[src/rtl/rob_pkg.sv]
// Shared ROB definitions: index width and the completion record carried through the arbiter.
package rob_pkg;

    localparam int unsigned ROB_IDX_W   = 6;
    localparam int unsigned ROB_ENTRIES = 64;
    localparam int unsigned COMPL_W     = ROB_IDX_W + 33;

    typedef struct packed {
        logic [ROB_IDX_W-1:0] pos;
        logic                 altpc_valid;
        logic [31:0]          altpc;
    } compl_t;

endpackage

[src/rtl/rob_completion_arbiter_if.sv]
// Requester-side completion bus plus the shared ROB completion port.
interface rob_completion_arbiter_if #(
    parameter int unsigned NUM_REQ = 4
);
    localparam int unsigned IW = rob_pkg::ROB_IDX_W;

    logic [NUM_REQ-1:0]    req_valid;
    logic [NUM_REQ*IW-1:0] req_pos;
    logic [NUM_REQ-1:0]    req_altpc_valid;
    logic [NUM_REQ*32-1:0] req_altpc;
    logic [NUM_REQ-1:0]    req_ready;

    logic                  newExecuted;
    logic [IW-1:0]         executedPosition;
    logic                  Request_Alt_PC_OUT;
    logic [IW-1:0]         Alt_PC_position;
    logic [31:0]           Alt_PC_OUT;
    logic                  arb_busy;

    // Execute units / ROB side
    modport master (
        output req_valid, req_pos, req_altpc_valid, req_altpc,
        input  req_ready, newExecuted, executedPosition, Request_Alt_PC_OUT,
               Alt_PC_position, Alt_PC_OUT, arb_busy
    );

    // Arbiter side
    modport slave (
        input  req_valid, req_pos, req_altpc_valid, req_altpc,
        output req_ready, newExecuted, executedPosition, Request_Alt_PC_OUT,
               Alt_PC_position, Alt_PC_OUT, arb_busy
    );

endinterface

[src/rtl/completion_fifo.sv]
// Per-requester completion FIFO; flush clears occupancy and wins over push/pop.
module completion_fifo
    import rob_pkg::*;
#(
    parameter int unsigned DEPTH = 2
) (
    input  logic   CLK,
    input  logic   RESET,
    input  logic   flush_i,
    input  logic   push_i,
    input  compl_t data_i,
    input  logic   pop_i,
    output logic   full_o,
    output logic   empty_o,
    output compl_t head_o
);

    localparam int unsigned PTR_W = (DEPTH > 1) ? $clog2(DEPTH) : 1;
    localparam int unsigned CNT_W = $clog2(DEPTH) + 1;

    compl_t           mem_q [DEPTH];
    compl_t           mem_d [DEPTH];
    logic [PTR_W-1:0] wr_ptr_q, wr_ptr_d;
    logic [PTR_W-1:0] rd_ptr_q, rd_ptr_d;
    logic [CNT_W-1:0] count_q, count_d;

    // Explicit wrap keeps DEPTH=1 (single-slot) correct as well
    function automatic logic [PTR_W-1:0] ptr_inc(input logic [PTR_W-1:0] p);
        return (p == PTR_W'(DEPTH - 1)) ? '0 : p + PTR_W'(1);
    endfunction

    assign full_o  = (count_q == CNT_W'(DEPTH));
    assign empty_o = (count_q == '0);
    assign head_o  = mem_q[rd_ptr_q];

    // Next-state: storage write, pointer advance and occupancy
    always_comb begin
        mem_d    = mem_q;
        wr_ptr_d = wr_ptr_q;
        rd_ptr_d = rd_ptr_q;
        count_d  = count_q;
        if (flush_i) begin
            wr_ptr_d = '0;
            rd_ptr_d = '0;
            count_d  = '0;
        end else begin
            if (push_i) begin
                mem_d[wr_ptr_q] = data_i;
                wr_ptr_d        = ptr_inc(wr_ptr_q);
            end
            if (pop_i) begin
                rd_ptr_d = ptr_inc(rd_ptr_q);
            end
            count_d = count_q + CNT_W'(push_i) - CNT_W'(pop_i);
        end
    end

    // Control state with synchronous reset
    always_ff @(posedge CLK) begin
        if (RESET) begin
            wr_ptr_q <= '0;
            rd_ptr_q <= '0;
            count_q  <= '0;
        end else begin
            wr_ptr_q <= wr_ptr_d;
            rd_ptr_q <= rd_ptr_d;
            count_q  <= count_d;
        end
    end

    // Payload storage needs no reset; occupancy gates its visibility
    always_ff @(posedge CLK) begin
        mem_q <= mem_d;
    end

endmodule

[src/rtl/rob_completion_arbiter.sv]
// Round-robin sharing of the ROB completion port among NUM_REQ execute units.
module rob_completion_arbiter
    import rob_pkg::*;
#(
    parameter int unsigned NUM_REQ = 4,
    parameter int unsigned DEPTH   = 2
) (
    input  logic                     CLK,
    input  logic                     RESET,
    input  logic                     FLUSH_IN,
    rob_completion_arbiter_if.slave  bus
);

    localparam int unsigned RR_W = $clog2(NUM_REQ);

    compl_t              push_data [NUM_REQ];
    compl_t              head      [NUM_REQ];
    logic [NUM_REQ-1:0]  full, empty, push, pop;
    logic                found;
    logic [RR_W-1:0]     grant;
    compl_t              sel;

    logic                 new_exec_q, new_exec_d;
    logic [ROB_IDX_W-1:0] exec_pos_q, exec_pos_d;
    logic                 alt_req_q, alt_req_d;
    logic [ROB_IDX_W-1:0] alt_pos_q, alt_pos_d;
    logic [31:0]          alt_pc_q, alt_pc_d;
    logic [RR_W-1:0]      rr_ptr_q, rr_ptr_d;

    // Ready is deliberately not pop-aware: a full FIFO refuses even while being drained
    assign bus.req_ready = ~full & {NUM_REQ{!FLUSH_IN && !RESET}};
    assign push          = bus.req_valid & bus.req_ready;
    assign bus.arb_busy  = !RESET && (|(~empty));

    for (genvar gi = 0; gi < NUM_REQ; gi++) begin : g_fifo
        assign push_data[gi] = '{
            pos:         bus.req_pos[gi*ROB_IDX_W +: ROB_IDX_W],
            altpc_valid: bus.req_altpc_valid[gi],
            altpc:       bus.req_altpc[gi*32 +: 32]
        };

        completion_fifo #(
            .DEPTH (DEPTH)
        ) u_fifo (
            .CLK     (CLK),
            .RESET   (RESET),
            .flush_i (FLUSH_IN),
            .push_i  (push[gi]),
            .data_i  (push_data[gi]),
            .pop_i   (pop[gi]),
            .full_o  (full[gi]),
            .empty_o (empty[gi]),
            .head_o  (head[gi])
        );
    end

    // Find first non-empty FIFO starting at rr_ptr, wrapping at NUM_REQ
    always_comb begin
        int unsigned idx;
        found = 1'b0;
        grant = '0;
        idx   = 0;
        for (int unsigned k = 0; k < NUM_REQ; k++) begin
            idx = (32'(rr_ptr_q) + k) % NUM_REQ;
            if (!found && !empty[RR_W'(idx)]) begin
                found = 1'b1;
                grant = RR_W'(idx);
            end
        end
        pop = '0;
        pop[grant] = found && !FLUSH_IN;
        sel = head[grant];
    end

    // Next-state for the registered completion port and round-robin pointer
    always_comb begin
        new_exec_d = 1'b0;
        alt_req_d  = 1'b0;
        exec_pos_d = exec_pos_q;
        alt_pos_d  = alt_pos_q;
        alt_pc_d   = alt_pc_q;
        rr_ptr_d   = rr_ptr_q;
        if (!FLUSH_IN && found) begin
            new_exec_d = 1'b1;
            exec_pos_d = sel.pos;
            alt_pos_d  = sel.pos;
            alt_req_d  = sel.altpc_valid;
            alt_pc_d   = sel.altpc_valid ? sel.altpc : 32'h0;
            rr_ptr_d   = (grant == RR_W'(NUM_REQ - 1)) ? '0 : grant + RR_W'(1);
        end
    end

    // Output and pointer registers with synchronous reset
    always_ff @(posedge CLK) begin
        if (RESET) begin
            new_exec_q <= 1'b0;
            exec_pos_q <= '0;
            alt_req_q  <= 1'b0;
            alt_pos_q  <= '0;
            alt_pc_q   <= '0;
            rr_ptr_q   <= '0;
        end else begin
            new_exec_q <= new_exec_d;
            exec_pos_q <= exec_pos_d;
            alt_req_q  <= alt_req_d;
            alt_pos_q  <= alt_pos_d;
            alt_pc_q   <= alt_pc_d;
            rr_ptr_q   <= rr_ptr_d;
        end
    end

    assign bus.newExecuted        = new_exec_q;
    assign bus.executedPosition   = exec_pos_q;
    assign bus.Request_Alt_PC_OUT = alt_req_q;
    assign bus.Alt_PC_position    = alt_pos_q;
    assign bus.Alt_PC_OUT         = alt_pc_q;

endmodule

[src/flat_wrapper.sv]
// flat-port wrapper written by rule: the top's interface ports become plain ports
module rob_completion_arbiter_flat import rob_pkg::*;
#(
    parameter int unsigned NUM_REQ = 4,
    parameter int unsigned DEPTH   = 2
)
  (CLK, RESET, FLUSH_IN, bus_req_valid, bus_req_pos, bus_req_altpc_valid, bus_req_altpc, bus_req_ready, bus_newExecuted, bus_executedPosition, bus_Request_Alt_PC_OUT, bus_Alt_PC_position, bus_Alt_PC_OUT, bus_arb_busy);
  rob_completion_arbiter_if #(.NUM_REQ(NUM_REQ)) bus_i ();
  input  logic CLK;
  input  logic RESET;
  input  logic FLUSH_IN;
  input wire logic [$bits(bus_i.req_valid)-1:0] bus_req_valid;
  input wire logic [$bits(bus_i.req_pos)-1:0] bus_req_pos;
  input wire logic [$bits(bus_i.req_altpc_valid)-1:0] bus_req_altpc_valid;
  input wire logic [$bits(bus_i.req_altpc)-1:0] bus_req_altpc;
  output wire logic [$bits(bus_i.req_ready)-1:0] bus_req_ready;
  output wire logic [$bits(bus_i.newExecuted)-1:0] bus_newExecuted;
  output wire logic [$bits(bus_i.executedPosition)-1:0] bus_executedPosition;
  output wire logic [$bits(bus_i.Request_Alt_PC_OUT)-1:0] bus_Request_Alt_PC_OUT;
  output wire logic [$bits(bus_i.Alt_PC_position)-1:0] bus_Alt_PC_position;
  output wire logic [$bits(bus_i.Alt_PC_OUT)-1:0] bus_Alt_PC_OUT;
  output wire logic [$bits(bus_i.arb_busy)-1:0] bus_arb_busy;
  assign bus_i.req_valid = bus_req_valid;
  assign bus_i.req_pos = bus_req_pos;
  assign bus_i.req_altpc_valid = bus_req_altpc_valid;
  assign bus_i.req_altpc = bus_req_altpc;
  assign bus_req_ready = bus_i.req_ready;
  assign bus_newExecuted = bus_i.newExecuted;
  assign bus_executedPosition = bus_i.executedPosition;
  assign bus_Request_Alt_PC_OUT = bus_i.Request_Alt_PC_OUT;
  assign bus_Alt_PC_position = bus_i.Alt_PC_position;
  assign bus_Alt_PC_OUT = bus_i.Alt_PC_OUT;
  assign bus_arb_busy = bus_i.arb_busy;
  rob_completion_arbiter #(.NUM_REQ(NUM_REQ), .DEPTH(DEPTH)) u_core (.CLK(CLK), .RESET(RESET), .FLUSH_IN(FLUSH_IN), .bus(bus_i));
endmodule
[config.mk]
export PLATFORM = sky130hd
export DESIGN_NAME = rob_completion_arbiter_flat
export DESIGN_NICKNAME = d
export VERILOG_FILES = /design/src/rtl/rob_pkg.sv /design/src/rtl/rob_completion_arbiter_if.sv /design/src/rtl/completion_fifo.sv /design/src/rtl/rob_completion_arbiter.sv /design/src/flat_wrapper.sv
export SDC_FILE = /design/constraint.sdc
export NUM_CORES = 1
export LEC_CHECK = 0
export CORE_MARGIN = 10
export CORE_UTILIZATION = 40
export DETAILED_ROUTE_END_ITERATION = 6
export DONT_BUFFER_PORTS = 1
export GPL_ROUTABILITY_DRIVEN = 0
export PLACE_DENSITY = 0.58
export SLEW_MARGIN = 20
export SYNTH_ARGS = -nofsm -noshare
export SYNTH_HDL_FRONTEND = slang
export SYNTH_SLANG_ARGS = --single-unit
[constraint.sdc]
create_clock -name CLK -period 6.4 [get_ports CLK]
set_input_delay 0.64 -clock CLK [delete_from_list [all_inputs] [get_ports CLK]]
set_output_delay 0.64 -clock CLK [all_outputs]
set_load 0.02 [all_outputs]
* Yosys cells after proc, flatten, opt, wreduce, memory -nomap -nowiden *
Index checks and enable logic that the tools add are counted.

cells by class
  $add $sub $neg = 20
  $lt $le $gt $ge = 19
  eq/ne operators = 5
  multiplexer cells = 56
  bitwise operators = 16
  reduce and logical (&&, ||, !) cells = 29

operators with widths
  kind                   number
  $mux W39               18
  $bwmux W78             4
  $demux W39 S1          4
  $bmux W39 S2           1
  $mux W32               1
  $mux W1                18
  $ge A2 B2 Y1 const B   8
  $not A1 Y2             8
  $lt A2 B3 Y1 const B   5
  $and A4 B4 Y4          3
  $logic_and A1 B1 Y1    11
  $eq A2 B2 Y1 const B   5
  $mux W2                5
  $add A1 B1 Y1 const B  8
  $add A2 B1 Y2          4
  $bmux W1 S2            4
  $logic_not A2 Y1       4
  $lt A2 B1 Y1 const B   4
  $not A4 Y4             2
  $reduce_and A2 Y1      4
  $sub A2 B1 Y2          4
  $logic_not A1 Y1       7
  $add A2 B1 Y2 const B  2
  $add A2 B2 Y2 const B  2
  7 further kinds        9

word-level totals
  flip-flop bits (word level) = 370
  input bits = 163
  output and inout port bits = 51
  word-level logic and storage cells = 186

* Longest topological paths before layout *
  depth in word-level cells = 18
  mapped depth = 13
  gate-level depth less buffers = 11

* Cells and area by module *
A second synthesis with hierarchy kept.

second synthesis, totals
  cell total of the unflattened synthesis = 969
  area, all modules = 15,546.2 um^2

modules (own cells, without submodules)
  module                  times used  cells an instance  area each (um^2)  seq. area each (um^2)
  completion_fifo         4           140                3,022.9           2,422.3
  rob_completion_arbiter  1           409                3,454.6           840.8

* Worst setup path after synthesis *
Ideal clock, no wire load.

  kind = input to register
  start = in FLUSH_IN
  end = reg u_core.g_fifo[3].u_fifo.mem_q[0] (netlist bit), enable pin
  library setup time = 0.435 ns
  arrival = 3.364 ns
  required time = 5.965 ns
  setup slack = 2.601 ns
  cell stages on the path = 5
  buffers on the path = 1
  cell sequence = or2_2 clkbuf_1 a21oi_1 nand2_1 nor2_1

between the ends
  longest elaborated chain between the ends = 5
  elaborated cells between the ends (all ways) = 6
  those cells by class = 3 x bitwise; 3 x reduce/logical

ends and longest elaborated chain
  item                         RTL line                      RTL
  start, declared              flat_wrapper.sv:11            input logic FLUSH_IN;
  $logic_not A1 Y1             rob_completion_arbiter.sv:31  assign bus.req_ready = ~full & {NUM_REQ{!FLUSH_IN && !RESET}};
  $logic_and A1 B1 Y1          rob_completion_arbiter.sv:31
  $and A4 B4 Y4                rob_completion_arbiter.sv:31
  named net bus_req_ready[3]   flat_wrapper.sv:16            output wire logic [$bits(bus_i.req_ready)-1:0] bus_req_ready;
  $and A4 B4 Y4                rob_completion_arbiter.sv:32  assign push = bus.req_valid & bus.req_ready;
  $reduce_and A2 Y1 (no line)  --
  end signal, assigned         completion_fifo.sv:73         mem_q <= mem_d;
  end, declared                completion_fifo.sv:21         compl_t mem_q [DEPTH];

The timed path passes the listed nets, and every way through them passes these cells.
A chain may end at the register's enable or synchronous reset.

* Final worst setup path *
  start = reg u_core.g_fifo[1].u_fifo.count_q[1]
  end = reg u_core.alt_pc_q[19], in the netlist u_core.bus.Alt_PC_OUT[19]

between the ends
  longest elaborated chain between the ends = 17
  elaborated cells between the ends (all ways) = 31
  those cells by class = 20 x mux; 1 x bitwise; 10 x reduce/logical

ends and longest elaborated chain
  item                                          RTL line                       RTL
  start, declared                               completion_fifo.sv:25          logic [CNT_W-1:0] count_q, count_d;
  start signal, assigned                        completion_fifo.sv:67          count_q <= count_d;
  $logic_not A2 Y1 *                            completion_fifo.sv:33          assign empty_o = (count_q == '0);
  $bmux W1 S2                                   rob_completion_arbiter.sv:65   if (!found && !empty[RR_W'(idx)]) begin
  $mux W1 (implied by the code)                 rob_completion_arbiter.sv:65
  $logic_not A1 Y1                              rob_completion_arbiter.sv:65
  $logic_and A1 B1 Y1                           rob_completion_arbiter.sv:65
  $mux W1                                       rob_completion_arbiter.sv:65
  $logic_not A1 Y1                              rob_completion_arbiter.sv:65
  $logic_and A1 B1 Y1                           rob_completion_arbiter.sv:65
  $mux W1                                       rob_completion_arbiter.sv:65
  $logic_not A1 Y1                              rob_completion_arbiter.sv:65
  $logic_and A1 B1 Y1                           rob_completion_arbiter.sv:65
  $mux W2                                       rob_completion_arbiter.sv:65
  $not A2 Y3 (implied by the code)              rob_completion_arbiter.sv:72   sel = head[grant];
  $bmux W39 S2                                  rob_completion_arbiter.sv:72
  $mux W39 (implied by the code) (2 in series)  rob_completion_arbiter.sv:72
  $mux W32                                      rob_completion_arbiter.sv:88   alt_pc_d = sel.altpc_valid ? sel.altpc : 32'h0;
  end signal, assigned                          rob_completion_arbiter.sv:107  alt_pc_q <= alt_pc_d;
  end, declared                                 rob_completion_arbiter.sv:27   logic [31:0] alt_pc_q, alt_pc_d;

Mark *: on every way between the ends. The rest lies on a longest branch, timed or not. The select of a mux whose other input is x is not followed.

==> flow_summary_export.csv <==
group,metric,value,unit
outcome,outcome,"finished clean",
route,wl,35600,um
synthesis,syn-num-nets,1031,
global_route,grt_usage,0.159,
sta,final_hold_viol_count,0,
sta,hold_ws,0.177,ns
power,power_leakage,0.00544,uW
power,powerDensity,318,nW/um^2
synthesis,synth_area,14600,sq um
critical_path,path_depth,7,
synthesis,synth.area.top_cells,"edfxtp_1 64%, mux2i_1 14%, dfxtp_1 7.9%",
clocking,cts_buffer_depth,3,
clocking,hold_buffers,0,
route,wl_per_cell,26.0,um
global_route,grt_max_degree,42,
floorplan,die_area,44600,sq um
clocking,cts-htree-levels,2,
clocking,clock_sinks,370,
floorplan,die-height,211,um
floorplan,floorplan.initialDensity,0.408,
sta,setup_viol,0,
global_route,gr-total-overflow,0,
global_route,grt_pass1_vias,7618,
clocking,postCtsSetupBuffers,0,
synthesis,yosysMostFrequentCell,"edfxtp_1",
floorplan,die_x,211,um
sta,worst_slew_pin_slew,1.04,ns
power,ir_drop,208,uV
global_route,antenna_found_initial,9,
clocking,cts_tree,"done",
place,dpl.hpwl,24400,um
critical_path,crit_path_max_fanout,32,
clocking,clk_pin_slew,0.06,ns
clocking,cts_root_buffer,"clkbuf_16",
cells_and_area,nNetsFinal,1040,
cells_and_area,stdcell_area,16400,sq um
synthesis,async_reset_ff_frac,0,
global_route,grt_pass1_wl,51600,um
critical_path,cp_data_arrival_time,3.49,ns
floorplan,ios,214,
sta,fin_setup_tns,0,ns
synthesis,synth_enable_flop_cells,312,
critical_path,crit_required,6.82,ns
min_path,hold_path_class,"primary input to register",
critical_path,cpMaxStageDelayCell,"nor2_4",
synthesis,yosys.area.top_type,"edfxtp_1",
route,drc,0,
synthesis,ys_types,45,
critical_path,cp_num_buf_inv,1,
min_path,hold_depth,1,
critical_path,rr_worst_depth,7,
synthesis,yosysWarnings,0,
synthesis,synth_top_cells_by_count,"312 x edfxtp_1, 208 x mux2i_1, 58 x dfxtp_1",
place,placed_cell_area,15100,sq um
sta,period_minus_slack,3.07,ns
sta,period_share,0.479,
route,detail_route.vias_per_cell,5.21,
clocking,clk_latency,0.54,ns
clocking,cts_buffers,41,
sta,rsz0062_at_grt,"no",
critical_path,critPathTopFamily,"simple AND/OR/NAND/NOR gates",
route,ant_nets,0,
sta,slew_headroom,0.307,
synthesis,synth.yosys.seq_area_share,0.720,
place,io_buffers,0,
route,num_vias,7141,
cells_and_area,n_fill_cell,3048,
cells_and_area,drive_gt1_frac,0.159,
synthesis,syn_inst,860,
sta,clock_skew,0.0140,ns
synthesis,synth_top_area_frac,0.641,
critical_path,worst_setup_path_start_kind,"register",
floorplan,core,35800,sq um
route,drt_iter0_markers,380,
synthesis,synth_flop_cell,"edfxtp_1",
route,dr.pass1.iters,4,
floorplan,num_rows,69,
sta,fmax,326,MHz
critical_path,cp_cell_sequence,"nor4_2 -> a2111oi_4 -> nor2_4 -> buf_4 -> mux2i_1 -> mux2_2 -> a22o_1",
sta,maxSlewViolCount,0,
job,maxCapViolations,0,
cells_and_area,area_growth_syn_to_layout,12.1,%
critical_path,worstSetupPathType,"register to register",
critical_path,cp_slowest_stage_delay,0.82,ns
synthesis,synth.ff_latch_count,370,
critical_path,cp-end-kind,"register",
clocking,ctsResizeCount,0,
synthesis,syn_avg_cell_area,17.0,sq um
[layout make-up]
type	count	area, sq um	area share
Antenna cell	8	20.0	0.00122
Clock buffer	54	1090	0.0668
Multi-Input combinational cell	423	3830	0.234
Clock inverter	21	139	0.00848
Timing Repair Buffer	17	128	0.00779
Tap cell	461	577	0.0352
Inverter	16	60.1	0.00367
Sequential cell	370	10500	0.643
[final timing paths]
path	start	endpoint	slack, ns
setup / recovery	u_core.g_fifo[1].u_fifo.count_q[1]$_SDFF_PP0_	u_core.bus.Alt_PC_OUT[19]$_SDFFE_PP0P_	3.33
hold / removal	RESET	u_core.rr_ptr_q[0]$_SDFFE_PP0P_	0.18
setup reg to reg	u_core.g_fifo[1].u_fifo.count_q[1]$_SDFF_PP0_	u_core.bus.Alt_PC_OUT[19]$_SDFFE_PP0P_	3.33
hold reg to reg	u_core.rr_ptr_q[0]$_SDFFE_PP0P_	u_core.rr_ptr_q[0]$_SDFFE_PP0P_	0.54
[kinds of logic (layout without fill, tap and decap cells)]
kind of cell | after synthesis | count (layout) | share of synthesized area
AOI/OAI and AO/OA | 81 | 81 | 0.0435
xor gates and xnor gates | 15 | 15 | 0.00899
adders and majority gates | 8 | 8 | 0.00685
buffers and inverters | 67 | 108 | 0.0224
DFF | 370 | 370 | 0.720
muxes | 252 | 252 | 0.176
other | 0 | 8 | 0
and+or+nand+nor | 67 | 67 | 0.0217
[layer usage]
metal | GRT usage | routed length (um) | part of all wire | up-vias
met4 | 0.0559 | 1070 | 0.030 | 10
li1 | - | - | - | 3334
met5 | 0 | 76 | 0.0021 | -
met2 | 0.270 | 17600 | 0.49 | 218
met1 | 0.162 | 12500 | 0.35 | 3514
met3 | 0.0875 | 4350 | 0.12 | 65
[stage by stage]
stage | worst slack (ns) | total power [uW] | std cells | util
2_1_floorplan | 2.60 | 3010 | 860 | -
3_3_place_gp | 3.35 | 3100 | 1287 | 0.422
3_5_place_dp | 3.31 | 3100 | 1287 | 0.422
4_1_cts | 3.31 | 5280 | 1362 | 0.457
5_1_grt | 3.04 | 5410 | 1364 | 0.457
6_report | 3.33 | 5210 | 1370 | 0.457
[placed cells by master, fill, tap and decap left out, types with 8 or more instances in the layout]
master,netlist,layout
edfxtp_1,312,312
mux2i_1,208,208
dfxtp_1,58,54
mux2_2,44,44
clkbuf_16,0,41
a22o_1,32,32
nand2_1,20,20
nor2_1,28,19
buf_4,10,17
inv_1,16,16
o211ai_1,12,12
clkinv_2,0,12
clkbuf_1,21,11
nor2_4,1,10
a21oi_1,9,9
xnor2_1,9,9
diode_2,0,8
ha_1,8,8
[flip-flops by register name (all words and copies together) (netlist names)]
signal and count:
u_core.g_fifo.u_fifo.mem_q 312, u_core.bus.Alt_PC_OUT 32, u_core.g_fifo.u_fifo.count_q 8, u_core.bus.executedPosition 6
u_core.g_fifo.u_fifo.rd_ptr_q 4, u_core.g_fifo.u_fifo.wr_ptr_q 4, u_core.rr_ptr_q 2, u_core.bus.Request_Alt_PC_OUT 1
u_core.bus.newExecuted 1
[power by group]
group | internal (uW) | switching (uW) | total [uW]
Clock | 1250 | 920 | 2170
Sequential | 2670 | 55.4 | 2730
Combinational | 125 | 190 | 315
Power figures use the tool's default switching activity.
